<file path="src/rtl/axis_rr_packet_arbiter.sv">
// Packet-granular round-robin arbiter merging NUM_INPUTS AXI-Stream slaves onto one master.
// A grant is held from the first beat until the tlast handshake; the winner is reported on tid.
module axis_rr_packet_arbiter #(
    parameter int unsigned NUM_INPUTS       = 4,
    parameter int unsigned AXIS_TDATA_WIDTH = 8,
    parameter int unsigned ID_WIDTH         = $clog2(NUM_INPUTS),
    parameter int unsigned BEAT_CNT_WIDTH   = 16
) (
    input  logic                                   i_clk,
    input  logic                                   i_rst_n,
    input  logic [NUM_INPUTS-1:0]                  i_s_axis_tvalid,
    output logic [NUM_INPUTS-1:0]                  o_s_axis_tready,
    input  logic [NUM_INPUTS*AXIS_TDATA_WIDTH-1:0] i_s_axis_tdata,
    input  logic [NUM_INPUTS-1:0]                  i_s_axis_tlast,
    input  logic [NUM_INPUTS-1:0]                  i_s_axis_tuser,
    output logic                                   o_m_axis_tvalid,
    input  logic                                   i_m_axis_tready,
    output logic [AXIS_TDATA_WIDTH-1:0]            o_m_axis_tdata,
    output logic                                   o_m_axis_tlast,
    output logic                                   o_m_axis_tuser,
    output logic [ID_WIDTH-1:0]                    o_m_axis_tid,
    output logic                                   o_busy,
    output logic                                   o_pkt_done,
    output logic [BEAT_CNT_WIDTH-1:0]              o_pkt_beats
);

    localparam logic [ID_WIDTH-1:0]       LAST_PORT = ID_WIDTH'(NUM_INPUTS - 1);
    localparam logic [BEAT_CNT_WIDTH-1:0] CNT_MAX   = '1;

    typedef enum logic {
        ST_IDLE = 1'b0,
        ST_BUSY = 1'b1
    } state_e;

    state_e                      state_q, state_d;
    logic [ID_WIDTH-1:0]         grant_q, grant_d;
    logic [ID_WIDTH-1:0]         last_grant_q, last_grant_d;
    logic [BEAT_CNT_WIDTH-1:0]   beat_cnt_q, beat_cnt_d;
    logic [BEAT_CNT_WIDTH-1:0]   pkt_beats_q, pkt_beats_d;
    logic                        pkt_done_q, pkt_done_d;

    logic [ID_WIDTH-1:0]         pick_hi, pick_lo, arb_pick;
    logic                        found_hi, found_lo, arb_found;
    logic                        sel_valid, sel_last, sel_user;
    logic [AXIS_TDATA_WIDTH-1:0] sel_data;
    logic [BEAT_CNT_WIDTH-1:0]   beat_inc;
    logic                        m_hs;

    // Round-robin search: ports above last_grant win first, then wrap to 0..last_grant.
    always_comb begin
        pick_hi  = '0;
        pick_lo  = '0;
        found_hi = 1'b0;
        found_lo = 1'b0;
        for (int unsigned p = 0; p < NUM_INPUTS; p++) begin
            if (i_s_axis_tvalid[p]) begin
                if (p > 32'(last_grant_q)) begin
                    if (!found_hi) begin
                        pick_hi  = ID_WIDTH'(p);
                        found_hi = 1'b1;
                    end
                end else if (!found_lo) begin
                    pick_lo  = ID_WIDTH'(p);
                    found_lo = 1'b1;
                end
            end
        end
        arb_found = found_hi | found_lo;
        arb_pick  = found_hi ? pick_hi : pick_lo;
    end

    // Route the granted slave onto the internal selected bus.
    always_comb begin
        sel_valid = 1'b0;
        sel_last  = 1'b0;
        sel_user  = 1'b0;
        sel_data  = '0;
        for (int unsigned p = 0; p < NUM_INPUTS; p++) begin
            if (grant_q == ID_WIDTH'(p)) begin
                sel_valid = i_s_axis_tvalid[p];
                sel_last  = i_s_axis_tlast[p];
                sel_user  = i_s_axis_tuser[p];
                sel_data  = i_s_axis_tdata[p*AXIS_TDATA_WIDTH +: AXIS_TDATA_WIDTH];
            end
        end
    end

    assign m_hs     = (state_q == ST_BUSY) & sel_valid & i_m_axis_tready;
    assign beat_inc = (beat_cnt_q == CNT_MAX) ? beat_cnt_q : beat_cnt_q + BEAT_CNT_WIDTH'(1);

    // State register.
    always_ff @(posedge i_clk or negedge i_rst_n) begin
        if (!i_rst_n) begin
            state_q <= ST_IDLE;
        end else begin
            state_q <= state_d;
        end
    end

    // Next-state logic.
    always_comb begin
        state_d = state_q;
        case (state_q)
            ST_IDLE: if (arb_found) state_d = ST_BUSY;
            ST_BUSY: if (m_hs && sel_last) state_d = ST_IDLE;
            default: state_d = ST_IDLE;
        endcase
    end

    // Grant, priority pointer and packet length bookkeeping.
    always_comb begin
        grant_d      = grant_q;
        last_grant_d = last_grant_q;
        beat_cnt_d   = beat_cnt_q;
        pkt_beats_d  = pkt_beats_q;
        pkt_done_d   = 1'b0;
        if (state_q == ST_IDLE) begin
            if (arb_found) grant_d = arb_pick;
        end else if (m_hs) begin
            if (sel_last) begin
                pkt_beats_d  = beat_inc;
                pkt_done_d   = 1'b1;
                beat_cnt_d   = '0;
                last_grant_d = grant_q;
            end else begin
                beat_cnt_d = beat_inc;
            end
        end
    end

    always_ff @(posedge i_clk or negedge i_rst_n) begin
        if (!i_rst_n) begin
            grant_q      <= '0;
            last_grant_q <= LAST_PORT;
            beat_cnt_q   <= '0;
            pkt_beats_q  <= '0;
            pkt_done_q   <= 1'b0;
        end else begin
            grant_q      <= grant_d;
            last_grant_q <= last_grant_d;
            beat_cnt_q   <= beat_cnt_d;
            pkt_beats_q  <= pkt_beats_d;
            pkt_done_q   <= pkt_done_d;
        end
    end

    // Output routing: zero-latency mux while busy, all quiet while idle.
    always_comb begin
        o_m_axis_tvalid = 1'b0;
        o_m_axis_tdata  = '0;
        o_m_axis_tlast  = 1'b0;
        o_m_axis_tuser  = 1'b0;
        o_m_axis_tid    = '0;
        o_s_axis_tready = '0;
        o_busy          = 1'b0;
        if (state_q == ST_BUSY) begin
            o_m_axis_tvalid = sel_valid;
            o_m_axis_tdata  = sel_data;
            o_m_axis_tlast  = sel_last;
            o_m_axis_tuser  = sel_user;
            o_m_axis_tid    = grant_q;
            o_busy          = 1'b1;
            for (int unsigned p = 0; p < NUM_INPUTS; p++) begin
                o_s_axis_tready[p] = (grant_q == ID_WIDTH'(p)) & i_m_axis_tready;
            end
        end
    end

    assign o_pkt_done  = pkt_done_q;
    assign o_pkt_beats = pkt_beats_q;

endmodule
</file>
<file path="config.mk">
export PLATFORM = sky130hd
export DESIGN_NAME = axis_rr_packet_arbiter
export DESIGN_NICKNAME = d
export VERILOG_FILES = /design/src/rtl/axis_rr_packet_arbiter.sv
export SDC_FILE = /design/constraint.sdc
export NUM_CORES = 1
export LEC_CHECK = 0
export CELL_PAD_IN_SITES_DETAIL_PLACEMENT = 1
export CELL_PAD_IN_SITES_GLOBAL_PLACEMENT = 1
export CORE_MARGIN = 1
export CORE_UTILIZATION = 37
export CTS_CLUSTER_DIAMETER = 60
export DETAILED_ROUTE_END_ITERATION = 10
export PLACE_DENSITY_LB_ADDON = 0.1
export SYNTH_ARGS = -nofsm -noshare
export SYNTH_HDL_FRONTEND = slang
export SYNTH_SLANG_ARGS = --single-unit
</file>
<file path="constraint.sdc">
create_clock -name i_clk -period 5.55 [get_ports i_clk]
set_input_delay 1.665 -clock i_clk [delete_from_list [all_inputs] [get_ports i_clk]]
set_output_delay 1.665 -clock i_clk [all_outputs]
set_load 0.005 [all_outputs]
</file>
==> results.py <==
metrics = {
    "finish": {
        "finalNonFillerCells": 422,
        "multiInputGateArea_sq_mm": 0.00141,
        "seqCellArea_sq_um": 953,
        "area_growth_pct": 34.8,
        "finalNetCount": 392,
        "drive_gt1_share_pct": 9.86,
        "final.fill_count": 770,
        "antenna_cells": 0,
    },
    "timing": {
        "slew_headroom_pct": 40.9,
        "finalMaxSlewViolations": 0,
        "finalSetupTns_ns": 0,
        "min_period_ns": 4.97,
        "fin_skew_ns": 0.00496,
        "finalSetupViolCount": 0,
        "worst_pin_slew_ns": 0.886,
        "hold_violations": 0,
        "max_freq_mhz": 201,
        "fin_crit_sh_pct": 89.6,
        "rsz0062_at_grt": "no",
    },
    "global_route": {
        "grt_use_total_pct": 21.7,
        "grt_max_degree": 39,
        "antenna_found_initial": 0,
        "grt_pass1_vias": 2388,
        "grt_overflow": 0,
        "grt_pass1_wl_um": 12300,
    },
    "clocking": {
        "cts_setup_buffers": 0,
        "clock_latency_ns": 0.29,
        "clk_pin_slew_ns": 0.07,
        "postCtsHoldBufs": 0,
        "cts-buffers-inserted": 5,
        "cts_tree": "built",
        "clock_path_buffers": 2,
        "numClockSinks": 38,
        "h-tree-depth": 2,
        "cts-root-buf": "clkbuf_8",
        "cts_resized": 0,
    },
    "worst_setup_path": {
        "worst-path-max-fanout": 7,
        "crit_required_ns": 3.88,
        "slowest_delay_ns": 0.52,
        "crit_arrival_ns": 3.31,
        "path_cells": "clkdlybuf4s50_1, mux4_2, and2_1, clkdlybuf4s50_1",
        "cp-end-kind": "primary output",
        "critical_path_class": "in2out",
        "path_delay_family": "buffers and inverters",
        "crit_slowest_cell": "mux4_2",
        "cp_num_buf_inv": 2,
        "startpoint_type": "input port",
        "crit_path_frequent_cell": "clkdlybuf4s50_1",
    },
    "route": {
        "wl_per_cell_um": 18.0,
        "antenna_left": 0,
        "drt_iter0_markers": 99,
        "remaining_drc_errors": 15,
        "firstDrtPassIters": 7,
        "viasPerCell": 5.64,
        "routed-via-count": 2380,
        "wl_um": 7590,
    },
    "synth": {
        "synth_ff_type": "dfrtp_1",
        "netlist.area_leader.share_pct": 35.9,
        "syn_inst": 273,
        "ys_warn_count": 0,
        "yosysSeqAreaShare_pct": 38.0,
        "synth_edf_count": 0,
        "synthArstFlopShare_pct": 100,
        "ys_types": 53,
        "ys_ff_latch": 38,
        "netlist_area_sq_mm": 0.00251,
        "syn_nets": 321,
        "synth_commonest_cells": "dfrtp_1 (36), nand2_1 (36), o21ai_0 (28), nor2_1 (22), a21oi_1 (14)",
        "ys_top_cells_by_area": "dfrtp_1 (36%), mux4_2 (9.0%), o21ai_0 (5.6%)",
        "avgSynthCellArea_sq_um": 9.18,
        "synth.largest_area_cell": "dfrtp_1",
    },
    "power": {
        "cellLeakagePower_nw": 1.32,
        "ir_worst_vdd_mv": 0.205,
        "power.density_mw_per_mm2": 351,
    },
    "floorplan": {
        "die_area_sq_mm": 0.00711,
        "core_sq_mm": 0.00646,
        "start_util_pct": 38.8,
        "fp-row-count": 29,
        "die_w_um": 84.3,
        "ios": 82,
        "fp.dieH_um": 84.3,
    },
    "flow_run": {
        "cap_violations": 0,
    },
    "place": {
        "dp.cells": 414,
        "gp_congestion": 0.831,
        "io_buffers": 81,
        "post-dp-hpwl_um": 5690,
    },
    "outcome": {
        "status": "finished, violations left",
        "violations": "design-rule violations",
    },
    "worst_hold_path": {
        "hold_class": "reg2reg",
    },
}
## kinds of logic (layout without fill, tap and decap cells)
logic type / Yosys count / after routing / synth area share (%)
mux: 16 / 16 / 11.4
fa+ha+maj: 1 / 1 / 0.499
xor+xnor: 5 / 5 / 1.75
flops: 38 / 38 / 38.0
buf+inv: 23 / 95 / 5.89
compound gates: 72 / 72 / 17.5
simple gates: 118 / 118 / 24.9
## path summary, 6_finish.rpt
| check | slack (ns) | startpoint | end | cells past startpoint |
|---|---|---|---|---|
| max in group asynchronous | 3.53 | i_rst_n | beat_cnt_q[3]$_DFFE_PN0P_ | 1 |
| min in group asynchronous | 1.47 | i_rst_n | o_pkt_beats[11]$_DFFE_PN0P_ | 1 |
| min | 0.48 | o_pkt_beats[10]$_DFFE_PN0P_ | o_pkt_beats[10]$_DFFE_PN0P_ | 2 |
| max reg2reg | 2.72 | grant_q[0]$_DFFE_PN0P_ | o_pkt_beats[5]$_DFFE_PN0P_ | 6 |
| max | 0.58 | i_s_axis_tvalid[1] | o_m_axis_tvalid | 4 |
| min reg2reg | 0.48 | o_pkt_beats[10]$_DFFE_PN0P_ | o_pkt_beats[10]$_DFFE_PN0P_ | 2 |
## area by class of cell
class / instances / area share (%)
clock buffers: 7 / 2.55
clock inverters: 1 / 0.148
inverters: 5 / 0.555
multi-input cells: 212 / 41.6
flip-flops and latches: 38 / 28.2
well taps: 77 / 2.85
repair buffers: 82 / 24.1
## per-layer routing
metal | wire [um] | GRT usage [%] | part of all wire [%] | vias up
met1 | 3320 | 27.7 | 44 | 1161
li1 | - | - | - | 1136
met4 | 80 | 4.86 | 1.1 | 0
met5 | 0 | 0 | 0 | -
met2 | 3650 | 38.3 | 48 | 76
met3 | 538 | 4.23 | 7.1 | 7
## tightest hold or removal path: cells and delay by family, from the launching register on
family	cells	cell delay (ns)
AND/OR/NAND/NOR	1	0.04
AO/OA/AOI/OAI	1	0.06
flip-flops	1	0.34
## metrics by stage
stage | utilization [%] | power (mW) | hold WS, ns | worst slack [ns] | cell area (sq um)
2_1_floorplan | - | 0.743 | 0.463 | 1.45 | 2510
3_3_place_gp | 50.9 | 0.985 | 0.461 | 0.604 | 3290
3_5_place_dp | 50.9 | 1.00 | 0.470 | 0.582 | 3290
4_1_cts | 52.3 | 1.20 | 0.486 | 0.576 | 3380
5_1_grt | 52.3 | 1.27 | 0.531 | 0.536 | 3380
6_report | 52.3 | 1.19 | 0.479 | 0.578 | 3380
## where the power goes
part | leakage (nW) | total [mW] | internal [mW] | switching (mW)
sequential | 0.500 | 0.426 | 0.329 | 0.0968
clock | 0.0482 | 0.199 | 0.100 | 0.0990
combinational | 0.776 | 0.561 | 0.341 | 0.220
total | 1.32 | 1.19 | 0.771 | 0.416
## state kept, by name (all words and copies together), names as in the netlist
name,count
beat_cnt_q,16
o_pkt_beats,16
grant_q,2
last_grant_q,2
o_pkt_done,1
state_q,1
## cells in the final DEF, fill, tap and decap left out, types with 2 or more instances in the layout
cell             count
xnor2_1              4
nor2b_1              2
dfrtp_1             36
o21ai_1              2
o21ai_0             28
or4_1                2
a31oi_1              7
mux2i_1              5
nand3_1             12
nor4_1               3
a21oi_1             14
and3_1               3
nand4_1              4
clkbuf_8             6
a211oi_1             2
nor2_1              22
nand2b_1             2
and2_1              13
o31ai_1              5
nand2_1             36
a22o_1               3
a21o_1               2
inv_1                5
clkdlybuf4s50_1     80
nand2_2              2
and4_1               3
mux4_2              10
dfstp_2              2
nor3_1               6
Note: power is estimated with default switching activity, not from simulation.
